==> config.mk <==
export PLATFORM = sky130hd
export DESIGN_NAME = resp_sig_collector_flat
export DESIGN_NICKNAME = d
export VERILOG_FILES = /design/src/rtl/resp_sig_pkg.sv /design/src/rtl/resp_sig_collector_if.sv /design/src/rtl/sig_fold.sv /design/src/rtl/resp_sig_collector.sv /design/src/flat_wrapper.sv
export SDC_FILE = /design/constraint.sdc
export NUM_CORES = 1
export LEC_CHECK = 0
export CORE_AREA = 4 4 183 185
export DETAILED_ROUTE_END_ITERATION = 10
export DIE_AREA = 0 0 187 189
export PLACE_DENSITY = 0.59
export SYNTH_ARGS = -nofsm -noshare
export SYNTH_HDL_FRONTEND = slang
export SYNTH_HIERARCHICAL = 1
export SYNTH_SLANG_ARGS = --single-unit
==> constraint.sdc <==
create_clock -name clk -period 3.6 [get_ports clk]
set_clock_uncertainty 0.05 [all_clocks]
set_input_delay 0.72 -clock clk [delete_from_list [all_inputs] [get_ports clk]]
set_output_delay 0.72 -clock clk [all_outputs]
set_load 0.1 [all_outputs]
==> src/rtl/resp_sig_pkg.sv <==
// Shared definitions for the response signature collector.
//   WORD_W      : width of one fold word and of the MISR.
//   DEF_POLY    : default MISR feedback polynomial.
//   sig_state_e : collector run states.
//   misr_step   : one shift/feedback/inject step of the MISR.
package resp_sig_pkg;

    localparam int          WORD_W   = 32;
    localparam logic [31:0] DEF_POLY = 32'h04C11DB7;

    typedef enum logic [1:0] {
        IDLE = 2'd0,
        WARM = 2'd1,
        RUN  = 2'd2,
        DONE = 2'd3
    } sig_state_e;

    function automatic logic [WORD_W-1:0] misr_step(
        input logic [WORD_W-1:0] sig,
        input logic [WORD_W-1:0] fold,
        input logic [WORD_W-1:0] poly
    );
        return {sig[WORD_W-2:0], 1'b0} ^ (sig[WORD_W-1] ? poly : '0) ^ fold;
    endfunction

endpackage

==> src/rtl/resp_sig_collector_if.sv <==
// Control, sample and status bundle for resp_sig_collector.
//   master : harness side, drives run control and the observed samples.
//   slave  : collector side, returns busy/done/signature/sample_count/match.
interface resp_sig_collector_if #(
    parameter int OUT_W = 330,
    parameter int SIG_W = 32,
    parameter int CNT_W = 16
);
    logic             start;
    logic             abort;
    logic [SIG_W-1:0] seed;
    logic [CNT_W-1:0] skip_n;
    logic [CNT_W-1:0] num_n;
    logic [SIG_W-1:0] exp_sig;
    logic             sample_valid;
    logic [OUT_W-1:0] sample_data;
    logic             busy;
    logic             done;
    logic [SIG_W-1:0] signature;
    logic [CNT_W-1:0] sample_count;
    logic             match;

    modport master (
        output start, abort, seed, skip_n, num_n, exp_sig, sample_valid, sample_data,
        input  busy, done, signature, sample_count, match
    );

    modport slave (
        input  start, abort, seed, skip_n, num_n, exp_sig, sample_valid, sample_data,
        output busy, done, signature, sample_count, match
    );
endinterface

==> src/rtl/sig_fold.sv <==
// Combinational pad-and-XOR reducer: zero-pads an OUT_W-bit vector up to a
// whole number of 32-bit words and XORs all words together.
//   data : input vector, OUT_W bits.
//   fold : 32-bit XOR of all padded words.
module sig_fold
    import resp_sig_pkg::*;
#(
    parameter int OUT_W = 330
) (
    input  logic [OUT_W-1:0]  data,
    output logic [WORD_W-1:0] fold
);
    localparam int NW = (OUT_W + WORD_W - 1) / WORD_W;

    logic [NW*WORD_W-1:0] padded;

    always_comb begin
        padded            = '0;
        padded[OUT_W-1:0] = data;
    end

    always_comb begin
        fold = '0;
        for (int i = 0; i < NW; i++) begin
            fold = fold ^ padded[i*WORD_W +: WORD_W];
        end
    end
endmodule

==> src/rtl/resp_sig_collector.sv <==
// Response compactor: folds every accepted sample into a 32-bit MISR
// signature after discarding skip_n leading samples, for num_n samples.
//   clk, rst : clock (rising edge) and asynchronous active-high reset.
//   bus      : slave side of resp_sig_collector_if (run control, samples,
//              busy/done/signature/sample_count/match status).
module resp_sig_collector
    import resp_sig_pkg::*;
#(
    parameter int          OUT_W = 330,
    parameter int          SIG_W = 32,
    parameter int          CNT_W = 16,
    parameter logic [31:0] POLY  = DEF_POLY
) (
    input  logic                clk,
    input  logic                rst,
    resp_sig_collector_if.slave bus
);
    logic [WORD_W-1:0] fold;
    sig_state_e        state;
    logic [SIG_W-1:0]  sig_q;
    logic [CNT_W-1:0]  cnt_q;
    logic [CNT_W-1:0]  skip_q;
    logic [CNT_W-1:0]  num_q;

    sig_fold #(.OUT_W(OUT_W)) u_fold (
        .data (bus.sample_data),
        .fold (fold)
    );

    // abort beats start, start beats sample_valid; abort keeps the
    // signature and count so a stopped run can still be inspected.
    always_ff @(posedge clk or posedge rst) begin
        if (rst) begin
            state  <= IDLE;
            sig_q  <= '0;
            cnt_q  <= '0;
            skip_q <= '0;
            num_q  <= '0;
        end else if (bus.abort) begin
            state <= IDLE;
        end else if (bus.start) begin
            sig_q  <= bus.seed;
            cnt_q  <= '0;
            skip_q <= bus.skip_n;
            num_q  <= bus.num_n;
            if (bus.num_n == '0)
                state <= DONE;
            else if (bus.skip_n == '0)
                state <= RUN;
            else
                state <= WARM;
        end else begin
            case (state)
                WARM: begin
                    if (bus.sample_valid) begin
                        skip_q <= skip_q - CNT_W'(1);
                        if (skip_q == CNT_W'(1))
                            state <= RUN;
                    end
                end
                RUN: begin
                    if (bus.sample_valid) begin
                        sig_q <= misr_step(sig_q, fold, POLY);
                        cnt_q <= cnt_q + CNT_W'(1);
                        // cnt_q < num_q here, so the increment cannot wrap.
                        if (cnt_q + CNT_W'(1) == num_q)
                            state <= DONE;
                    end
                end
                default: ;
            endcase
        end
    end

    assign bus.busy         = (state == WARM) || (state == RUN);
    assign bus.done         = (state == DONE);
    assign bus.signature    = sig_q;
    assign bus.sample_count = cnt_q;
    assign bus.match        = (state == DONE) && (sig_q == bus.exp_sig);
endmodule
==> src/flat_wrapper.sv <==
// flat-port wrapper written by rule: the top's interface ports become plain ports
module resp_sig_collector_flat import resp_sig_pkg::*;
#(
    parameter int          OUT_W = 330,
    parameter int          SIG_W = 32,
    parameter int          CNT_W = 16,
    parameter logic [31:0] POLY  = DEF_POLY
)
  (clk, rst, bus_start, bus_abort, bus_seed, bus_skip_n, bus_num_n, bus_exp_sig, bus_sample_valid, bus_sample_data, bus_busy, bus_done, bus_signature, bus_sample_count, bus_match);
  resp_sig_collector_if #(.OUT_W(OUT_W), .SIG_W(SIG_W), .CNT_W(CNT_W)) bus_i ();
  input  logic clk;
  input  logic rst;
  input wire logic [$bits(bus_i.start)-1:0] bus_start;
  input wire logic [$bits(bus_i.abort)-1:0] bus_abort;
  input wire logic [$bits(bus_i.seed)-1:0] bus_seed;
  input wire logic [$bits(bus_i.skip_n)-1:0] bus_skip_n;
  input wire logic [$bits(bus_i.num_n)-1:0] bus_num_n;
  input wire logic [$bits(bus_i.exp_sig)-1:0] bus_exp_sig;
  input wire logic [$bits(bus_i.sample_valid)-1:0] bus_sample_valid;
  input wire logic [$bits(bus_i.sample_data)-1:0] bus_sample_data;
  output wire logic [$bits(bus_i.busy)-1:0] bus_busy;
  output wire logic [$bits(bus_i.done)-1:0] bus_done;
  output wire logic [$bits(bus_i.signature)-1:0] bus_signature;
  output wire logic [$bits(bus_i.sample_count)-1:0] bus_sample_count;
  output wire logic [$bits(bus_i.match)-1:0] bus_match;
  assign bus_i.start = bus_start;
  assign bus_i.abort = bus_abort;
  assign bus_i.seed = bus_seed;
  assign bus_i.skip_n = bus_skip_n;
  assign bus_i.num_n = bus_num_n;
  assign bus_i.exp_sig = bus_exp_sig;
  assign bus_i.sample_valid = bus_sample_valid;
  assign bus_i.sample_data = bus_sample_data;
  assign bus_busy = bus_i.busy;
  assign bus_done = bus_i.done;
  assign bus_signature = bus_i.signature;
  assign bus_sample_count = bus_i.sample_count;
  assign bus_match = bus_i.match;
  resp_sig_collector #(.OUT_W(OUT_W), .SIG_W(SIG_W), .CNT_W(CNT_W), .POLY(POLY)) u_core (.clk(clk), .rst(rst), .bus(bus_i));
endmodule
Word level (Yosys, flattened, before mapping)

Index checks and enable logic that the tools add are counted.

Logic and storage cells: 61
Register bits after elaboration: 82
Bits of input ports: 431

Bitwise gates (word level): 13
Add/sub/neg operators: 2
Equal/unequal tests: 10
Reductions and logical operators: 12
Mux-type cells: 19

Operator list:

| operator              | number |
|---|---|
| $xor 32x32->32        | 11 |
| $mux 16               | 6 |
| $mux 32               | 3 |
| $eq 32x32->1          | 1 |
| $logic_not 16->1      | 2 |
| $xor 32x10->32        | 1 |
| $mux 27               | 1 |
| $add 16x1->16 const B | 1 |
| $eq 16x1->1 const B   | 1 |
| $eq 16x16->1          | 1 |
| $mux 2                | 8 |
| $sub 16x1->16 const B | 1 |
| $ne 4x3->1 const B    | 2 |
| $ne 4x4->1 const B    | 2 |
| $reduce_and 3->1      | 2 |
| $reduce_bool 2->1     | 3 |
| $reduce_and 5->1      | 1 |
| $eq 2x2->1 const B    | 2 |
| $pmux 2 s2            | 1 |
| $reduce_bool 4->1     | 1 |
| $eq 2x1->1 const B    | 1 |
| $reduce_and 2->1      | 1 |
| $logic_and 1x1->1     | 1 |
| $logic_or 1x1->1      | 1 |
| $not 1->1             | 1 |

Longest topological paths before layout

Depth in word-level cells: 14
Depth in mapped cells: 9
Mapped depth without buffers: 8

Cells and area by module

The synthesis kept the hierarchy.

Modules (own cells, without submodules):

| module             | area an instance (µm²) | seq. area each (µm²) | cells each | instances |
|---|---|---|---|---|
| resp_sig_collector | 5424.0                 | 2052.0               | 661        | 1 |
| sig_fold           | 2935.3                 | 0.0                  | 266        | 1 |

Least setup slack after synthesis

OpenSTA, ideal clock, no wires.

Path type: register -> output
Start: register u_core.sig_q[31], in the netlist u_core/bus.signature[31]
End: output port bus_match
Path buffers: 2
Required time: 2.830 ns
Arrival time: 5.139 ns
Slack: -2.309 ns
Cell stages (with the launch flop): 7
Cells stage by stage: dfrtp_1 clkbuf_1 buf_1 xor2_1 nor4_1 nand4_1 nor4_1

Cells in the longest elaborated chain, start to end: 2

Ends and longest elaborated chain:

| element                | RTL line                 | source |
|---|---|---|
| start, declared        | resp_sig_collector.sv:20 | `logic [SIG_W-1:0] sig_q;` |
| start signal, assigned | resp_sig_collector.sv:42 | `sig_q <= bus.seed;` |
| start signal, assigned | resp_sig_collector.sv:63 | `sig_q <= misr_step(sig_q, fold, POLY);` |
| $eq 32x32->1           | resp_sig_collector.sv:79 | `assign bus.match = (state == DONE) && (sig_q == bus.exp_sig);` |
| $logic_and 1x1->1      | resp_sig_collector.sv:79 |  |
| end, declared          | flat_wrapper.sv:25       | `output wire logic [$bits(bus_i.match)-1:0] bus_match;` |

No other way between the ends.

Final worst setup path

Start: input port bus_exp_sig[15]
End: output port bus_match

Cells in the longest elaborated chain, start to end: 2

Ends and longest elaborated chain:

| element           | RTL line                 | source |
|---|---|---|
| start, declared   | flat_wrapper.sv:18       | `input wire logic [$bits(bus_i.exp_sig)-1:0] bus_exp_sig;` |
| $eq 32x32->1      | resp_sig_collector.sv:79 |  |
| $logic_and 1x1->1 | resp_sig_collector.sv:79 |  |

No other way between the ends.

==> metrics.cfg <==
[clock_tree]
cts.sinks=82
cts_buffer_depth=2
tritoncts=yes
clk_pin_slew_ns=0.07
root_buffer=clkbuf_16
cts_setup_buffers=0
htree_levels=3
clkLatencyLatePin_ns=0.34
ctsHoldBuffers=0
numCtsBuffers=9

[die]
io_pins=482
die_h_um=189
rows=66
core_area_um2=32000
start_util_pct=26.1
die-area_um2=35300
die_w_um=187

[setup_path]
required_ns=2.83
criticalPathCategory=in -> out
ff2ff_setup_slack_ns=0.69
startpoint=bus_exp_sig[15]
r2r_start=u_core/bus.sample_count[0]$_DFFE_PP0P_
worstSetupStartpointType=input port
rr_endpoint=u_core/state[0]$_DFFE_PP0P_
r2r_cells=7
worstSetupEndpointType=primary output
critPathMaxFanout=1
cp.arrival_ns=2.73
crit_end=bus_match

[drt]
wl_mm=36.3
wl_met1_mm=15.2
viasPerCell=4.51
drtIter0Drc=484
highest_layer=met5
drc=0
drtPass1Iterations=5
post_drt_wl_per_cell_um=20.1
route.met3.wl_mm=2.60
drtAntennaViolNets=0
route.vias.total=8149
wl_met2_mm=18.0

[timing]
slew_headroom_pct=58.9
drv_slew=0
setup_ws_ns=0.0992
fin_crit_ns=3.50
fin_tns_setup_ns=0
grt_setup_unrepaired=no
worst_pin_slew_ns=0.617
setup-violations-final=0
fin_crit_sh_pct=97.2
clock.fmax_ghz=0.286
hold_ws_ns=0.446
timing.final.hold_violations=0

[pwr]
switching_share_pct=46.5
p_comb_share_pct=61.5
peakVddDrop_mv=0.244
power_frac_seq_pct=23.6
intPower_uw=3220
p_per_area_nw_per_um2=435
power_switching_uw=2800
p_leak_uw=0.00549
clock_power_share_pct=14.9

[final_layout]
drive_gt1_share_pct=8.30
final_area_um2=13800
syn2layout_area_growth_pct=65.5
layout.nets=1829

[global_route]
grt_pass1_wl_mm=53.5
grt_max_degree=55
antenna_found_initial=4
grtUsageTotal_pct=19.8
grt_pass1_vias=8537
gr-total-overflow=0

[yosys]
synth_area_leaders=xnor2_1 28%, dfrtp_1 25%, xnor3_1 8.6%, nand2_1 4.7%, xnor2_2 4.3%
synth_area_um2=8360
syn_inst=927
synth_flop_cell=dfrtp_1
synthTopCellsByCount=272 x xnor2_1, 105 x nand2_1, 82 x dfrtp_1
yosys.area.top_type=xnor2_1
yosysMostFrequentCell=xnor2_1
yosys_warnings=6
synth_fp_nets=1364
synth.top_cell.area_share_pct=28.5
ys_async_sr_fraction_pct=100
synth.ff_latch_count=82
synth_cell_type_count=61
syn_avg_cell_area_um2=9.02
seq_area_frac_synth_pct=24.5
synth_edf_count=0

[placed_design]
pre_cts_slack_ns=-0.261
gp_congestion=0.863
port_buffers=481
place_area_um2=13500
dp_hpwl_mm=30.9

[status]
status=finished, final reports clean

[run]
cap_viol_max_count=0

[worst_hold_path]
hp-class=reg -> reg

==> worst max-delay path: stages <==
cell             delay [ns]
clkdlybuf4s50_1        0.50
xnor2_1                0.13
nand4_1                0.22
nor4_4                 0.38
buf_4                  0.17
nand4_1                0.15
nor4_4                 0.24
buf_12                 0.21
==> logic make-up (layout without fill, tap and decap cells) <==
family / count (synthesis) / count (layout) / share of synthesized area, %
other: 0 / 2 / 0
and+or+nand+nor: 252 / 252 / 14.7
AOI/OAI and AO/OA: 166 / 166 / 11.3
xor gates and xnor gates: 363 / 363 / 45.3
muxes: 7 / 7 / 0.853
DFF: 82 / 82 / 24.5
adders and majority gates: 6 / 6 / 0.898
buffers and inverters: 51 / 521 / 2.41
==> final cells by class <==
cell class / instances / area (um^2)
Multi-Input combinational cell: 794 / 6140
Inverter: 11 / 42.5
Tap cell: 408 / 510
Clock inverter: 6 / 47.5
Sequential cell: 82 / 2050
Timing Repair Buffer: 494 / 4810
Clock buffer: 10 / 229
Fill cell: 3150 / 18200
Antenna cell: 2 / 5.00
==> repair_timing <==
item                                    CTS  global route
gates resized for setup                   4             0
pin swaps                                 5             1
endpoints found under the setup margin    1             1
endpoints found under the hold margin     0             0
==> layer usage <==
layer,vias to the layer above,global-route usage [%]
li1,4064,-
met1,3739,24.2
met2,313,35.2
met3,29,5.55
met4,4,3.92
met5,-,0
==> cell usage in the layout, fill, tap and decap left out, types with 3 or more instances in the layout <==
master,netlist,layout
nand2b_1,4,4
o31ai_1,4,4
inv_1,11,10
nor2b_1,4,4
nor4_4,1,3
nor4_1,14,12
ha_1,6,6
o211ai_1,4,4
a22o_1,3,3
clkdlybuf4s50_1,0,427
o22ai_1,12,12
xnor3_1,32,32
inv_6,0,3
nor3_1,13,13
a21oi_1,53,53
xnor2_1,272,272
xor2_1,37,37
nor2_1,53,53
clkbuf_16,0,9
buf_12,0,3
o21ai_0,67,67
nand2_1,105,105
dfrtp_1,82,81
buf_4,1,61
nor3b_1,4,4
o21a_1,3,3
nand4_1,8,8
nand3_1,21,21
xnor2_2,22,22
mux2i_1,6,6
==> power groups by stage <==
stage          logic [uW]  clock network, uW  registers, uW
6_report             3710                895           1420
5_1_grt              3980                969           1460
4_1_cts              3750                929           1440
3_5_place_dp         3720                  0           1450
3_3_place_gp         3710                  0           1450
2_1_floorplan        1650                  0           2220
==> worst min-delay path by stage <==
stage / start / end / slack, ns / cells after the start
2_1_floorplan: u_core/num_q[11]$_DFFE_PP0P_ / u_core/num_q[11]$_DFFE_PP0P_ / 0.42 / 2
3_3_place_gp: u_core/num_q[4]$_DFFE_PP0P_ / u_core/num_q[4]$_DFFE_PP0P_ / 0.43 / 2
3_5_place_dp: u_core/num_q[4]$_DFFE_PP0P_ / u_core/num_q[4]$_DFFE_PP0P_ / 0.43 / 2
4_1_cts: u_core/num_q[4]$_DFFE_PP0P_ / u_core/num_q[4]$_DFFE_PP0P_ / 0.45 / 2
5_1_grt: u_core/num_q[4]$_DFFE_PP0P_ / u_core/num_q[4]$_DFFE_PP0P_ / 0.47 / 2
6_report: u_core/num_q[4]$_DFFE_PP0P_ / u_core/num_q[4]$_DFFE_PP0P_ / 0.45 / 2
==> stage by stage <==
stage / power [uW] / cells / utilization, %
floorplan: 3880 / 927 / -
global placement: 5160 / 1789 / 42.3
detailed placement: 5170 / 1789 / 42.3
CTS: 6110 / 1805 / 43.2
global route: 6410 / 1807 / 43.2
finish: 6020 / 1807 / 43.2
==> state kept, by name (all words and copies together) (netlist names) <==
| signal | cells |
|---|---|
| u_core/bus.signature | 32 |
| u_core/num_q | 16 |
| u_core/bus.sample_count | 16 |
| u_core/skip_q | 16 |
| u_core/state | 2 |
Note: power is estimated with default switching activity, not from simulation.
